<file path="config.mk">
export PLATFORM = sky130hd
export DESIGN_NAME = fetch_pc_unit
export DESIGN_NICKNAME = d
export VERILOG_FILES = /design/src/rtl/fetch_pc_unit.sv
export SDC_FILE = /design/constraint.sdc
export NUM_CORES = 1
export LEC_CHECK = 0
export CAP_MARGIN = 20
export CORE_MARGIN = 5
export CORE_UTILIZATION = 48
export DETAILED_ROUTE_END_ITERATION = 16
export PLACE_DENSITY_LB_ADDON = 0.2
export SLEW_MARGIN = 0
export SYNTH_ARGS = -nofsm -noshare
export SYNTH_HDL_FRONTEND = slang
export SYNTH_SLANG_ARGS = --single-unit
</file>
<file path="constraint.sdc">
create_clock -name clk -period 2.5 [get_ports clk]
set_input_delay 0.375 -clock clk [delete_from_list [all_inputs] [get_ports clk]]
set_output_delay 0.375 -clock clk [all_outputs]
set_load 0.02 [all_outputs]
</file>
<file path="src/rtl/fetch_pc_unit.sv">
// Purpose : stage-1 PC register and fetch sequencer; one imem request in flight,
//           PC advances by one word (modular), redirects drop stale fetches.
// Latency : reset release -> imem_req 1 cycle; imem_req -> instr_valid 2 cycles
//           (gnt on first REQ cycle, rvalid one cycle later); 1 instr / 3 cycles.
// Backpr. : instr held stable while instr_ready=0; no new request is issued until
//           decode takes it or a redirect discards it. stall=1 masks imem_req.
// Ports   : clk/rst_n; stall; redirect_valid/redirect_addr (word address);
//           imem_req/imem_addr/imem_gnt/imem_rvalid/imem_rdata (memory side);
//           instr_valid/instr/instr_pc/instr_ready (decode side).
module fetch_pc_unit #(
  parameter int              N        = 30,
  parameter logic [N-1:0]    RESET_PC = '0
) (
  input  logic         clk,
  input  logic         rst_n,
  input  logic         stall,
  input  logic         redirect_valid,
  input  logic [N-1:0] redirect_addr,
  output logic         imem_req,
  output logic [N-1:0] imem_addr,
  input  logic         imem_gnt,
  input  logic         imem_rvalid,
  input  logic [31:0]  imem_rdata,
  output logic         instr_valid,
  output logic [31:0]  instr,
  output logic [N-1:0] instr_pc,
  input  logic         instr_ready
);

  localparam logic [1:0] ST_BOOT = 2'd0;
  localparam logic [1:0] ST_REQ  = 2'd1;
  localparam logic [1:0] ST_WAIT = 2'd2;
  localparam logic [1:0] ST_HOLD = 2'd3;

  localparam logic [N-1:0] PC_ONE = {{(N-1){1'b0}}, 1'b1};

  logic [1:0]   state;
  logic [N-1:0] pc;
  logic [N-1:0] fetch_pc;  // address of the request currently in flight
  logic         drop;      // in-flight response is stale and must be discarded

  // A grant only counts while the request is actually presented.
  logic gnt_ok;

  assign imem_req  = (state == ST_REQ) && !stall;
  assign gnt_ok    = imem_req && imem_gnt;
  assign imem_addr = pc;

  always_ff @(posedge clk or negedge rst_n) begin
    if (!rst_n) begin
      state       <= ST_BOOT;
      pc          <= RESET_PC;
      fetch_pc    <= '0;
      drop        <= 1'b0;
      instr_valid <= 1'b0;
      instr       <= '0;
      instr_pc    <= '0;
    end else begin
      case (state)
        ST_BOOT: state <= ST_REQ;

        ST_REQ: begin
          if (gnt_ok) begin
            if (redirect_valid) begin
              // Granted request already belongs to the wrong path.
              pc   <= redirect_addr;
              drop <= 1'b1;
            end else begin
              fetch_pc <= pc;
              pc       <= pc + PC_ONE;  // wraps modulo 2^N
            end
            state <= ST_WAIT;
          end else if (redirect_valid) begin
            pc <= redirect_addr;
          end
        end

        ST_WAIT: begin
          if (imem_rvalid) begin
            if (drop || redirect_valid) begin
              drop  <= 1'b0;
              state <= ST_REQ;
              if (redirect_valid) pc <= redirect_addr;
            end else begin
              instr       <= imem_rdata;
              instr_pc    <= fetch_pc;
              instr_valid <= 1'b1;
              state       <= ST_HOLD;
            end
          end else if (redirect_valid) begin
            pc   <= redirect_addr;
            drop <= 1'b1;
          end
        end

        ST_HOLD: begin
          // A redirect alongside instr_ready still completes the transfer;
          // it only chooses the next fetch address.
          if (instr_ready || redirect_valid) begin
            instr_valid <= 1'b0;
            state       <= ST_REQ;
            if (redirect_valid) pc <= redirect_addr;
          end
        end

        default: state <= ST_BOOT;
      endcase
    end
  end

endmodule

</file>
==> impl_metrics.ini <==
[status]
status = complete, no violations

[setup_path]
r2r-start = state[1]
crit_type = reg2out
cp.required_ns = 2.12
worstPathMaxFanout = 9
endpoint_kind = output port
crit_start = state[1]
cp.arrival_ns = 2.02
start_kind = flop

[clock_tree]
cts-htree-levels = 4
clk_latency_ns = 0.41
path_clk_slew_ns = 0.05
clock-sinks = 126
cts_root_buffer = clkbuf_16
cts_buffers = 17
tritoncts = built
cts_buffer_depth = 2

[yosys]
synthCells = 470
syn_avg_cell_area_um2 = 12.2
synthArstFlopShare = 1.00
ys_ff_latch = 126
synth_area_mm2 = 0.00572
synth_edf_count = 0
syn_nets = 543
netlist-cell-type-count = 57
yosysSeqAreaShare = 0.551
ys.flop_type = dfrtp_1
yosys_warnings = 0

[grt]
gr-usage-all-layers = 0.226
grt_max_degree = 55
grt_pass1_wl_um = 25400
first_global_vias = 4958
overflow = 0
antenna_found_initial = 0

[detailed_routing]
via_per_inst = 5.81
dr.pass1.iters = 5
routed.top_layer = met4
wirelength_met1_um = 6180
drt_iter0_drc = 312
num_vias = 4675
route.met2.wl_um = 7860
wl_um = 15700
ant_nets = 0
drc = 0
wl_met3_um = 1260
wire_per_inst_um = 19.5

[timing]
period_minus_slack_ns = 2.39
finalHoldWorstSlack_ns = 0.452
timing.final.hold_violations = 0
rsz0062_at_grt = no
slew_headroom = 0.595
fin_skew_ns = 0.00641
fmax_mhz = 418
final.setup.tns_ns = 0
tightest_slew_ns = 0.603
drv_slew = 0
period_share = 0.957
setup_viol = 0

[job]
max_cap_violations = 0

[placement]
dp.final_hpwl_um = 11100
place.port_buffers = 162
dp.cells = 770
place_congestion = 0.834

[floorplanning]
dieArea_mm2 = 0.0142
rows = 39
initial_core_util = 0.494
chipHeight_um = 119
ios = 163
core_area_mm2 = 0.0116
die_w_um = 119

[finish]
area_growth_pct = 44.7
fin_util = 0.715
final_cells = 804
layout.nets = 723
drive_gt1_frac = 0.253
diodes = 0

[power_and_ir_drop]
power_density_mw_per_mm2 = 1220
ir_drop_mv = 0.649
p_leak_nw = 3.59

[worst_hold_path]
hold_class = in2reg
min_from = redirect_valid
[placed cells by master, fill, tap and decap left out, types with 3 or more instances in the layout]
cell type        instances
clkdlybuf4s50_1        160
dfrtp_1                126
mux2_2                  93
a21oi_1                 31
buf_4                   25
nand2_1                 20
nor2_1                  20
clkbuf_16               17
o21ai_0                 16
nand3_1                 13
o22ai_1                 12
nand4_1                  8
nor3_1                   8
inv_1                    7
nor2b_1                  7
nor4_1                   7
and4_1                   5
mux2i_1                  5
a41o_1                   5
clkbuf_8                 4
clkinv_2                 4
a21o_1                   3
and3_1                   3
a211oi_1                 3
a2bb2oi_1                3
ha_1                     3
bufinv_16                3
buf_12                   3
[sequential cells by signal, summed over array words and instances (netlist names)]
| register | count |
|---|---|
| drop | 1 |
| instr_valid | 1 |
| fetch_pc | 30 |
| imem_addr | 30 |
| instr | 32 |
| instr_pc | 30 |
| state | 2 |
[worst max-delay path, cell delays in order (launching register included)]
cell,delay (ns)
dfrtp_1,0.42
inv_1,0.09
ha_2,0.29
nor2b_1,0.18
clkdlybuf4s50_1,0.63
[logic make-up after synthesis]
kind of cell    synth area share
simple gates               0.112
mux                        0.192
xor+xnor                 0.00153
buf+inv                   0.0280
flops                      0.551
fa+ha+maj                0.00875
compound gates             0.106
[metrics by stage]
stage	area [um^2]	total power (W)	worst slack, ns
floorplan	5720	0.00564	0.420
global placement	7630	0.00745	0.122
detailed placement	7630	0.00762	0.0381
CTS	8250	0.0101	0.0901
global route	8270	0.0106	0.0428
finish	8270	0.0101	0.107
[what timing repair did]
item | in CTS | in global routing
buffers inserted | 0 | 3
hold buffers | 1 | 0
endpoints found under the hold margin | 52 | 0
resized for setup | 1 | 1
setup endpoints to repair | 1 | 10
[area by class of cell]
class                           instances  area (um^2)
Clock inverter                          7          110
Clock buffer                           23          488
Multi-Input combinational cell        307         2440
Timing Repair Buffer                  191         1880
Tap cell                              143          179
Fill cell                             832         3290
Inverter                                7         26.3
Sequential cell                       126         3150
[where the power goes]
part / switching (W) / total [W] / internal, W
logic: 0.00207 / 0.00409 / 0.00202
registers: 0.000680 / 0.00354 / 0.00286
clock network: 0.000816 / 0.00247 / 0.00165
total: 0.00356 / 0.0101 / 0.00653
[Yosys cell counts, types with 3 or more instances]
master | count | share of area
a211oi_1 | 3 | 0.0039
a21o_1 | 3 | 0.0039
a21oi_1 | 31 | 0.027
a2bb2oi_1 | 3 | 0.0046
a41o_1 | 5 | 0.0088
and3_1 | 3 | 0.0033
and4_1 | 5 | 0.0077
buf_2 | 14 | 0.012
clkbuf_1 | 14 | 0.0092
dfrtp_1 | 126 | 0.55
ha_1 | 4 | 0.0088
inv_1 | 7 | 0.0046
mux2_2 | 93 | 0.18
mux2i_1 | 5 | 0.0088
nand2_1 | 20 | 0.013
nand3_1 | 13 | 0.011
nand4_1 | 8 | 0.0088
nor2_1 | 21 | 0.014
nor2b_1 | 7 | 0.0077
nor3_1 | 8 | 0.0070
nor4_1 | 7 | 0.0077
o21ai_0 | 16 | 0.014
o22ai_1 | 12 | 0.013
[final timing paths]
check | slack, ns | to | cells after the start
setup / recovery | 0.11 | imem_req | 4
hold / removal | 0.45 | imem_addr[1] | 2
setup reg to reg | 0.16 | imem_addr[14] | 8
hold reg to reg | 0.50 | instr_pc[25] | 1
max in group asynchronous | 1.26 | fetch_pc[29] | 3
min in group asynchronous | 0.50 | instr[31] | 2
[layer usage]
metal,vias up,track usage
met3,32,0.0692
li1,2114,-
met2,202,0.380
met1,2327,0.265
met5,-,0
met4,0,0.106
Note: power is estimated with default switching activity, not from simulation.
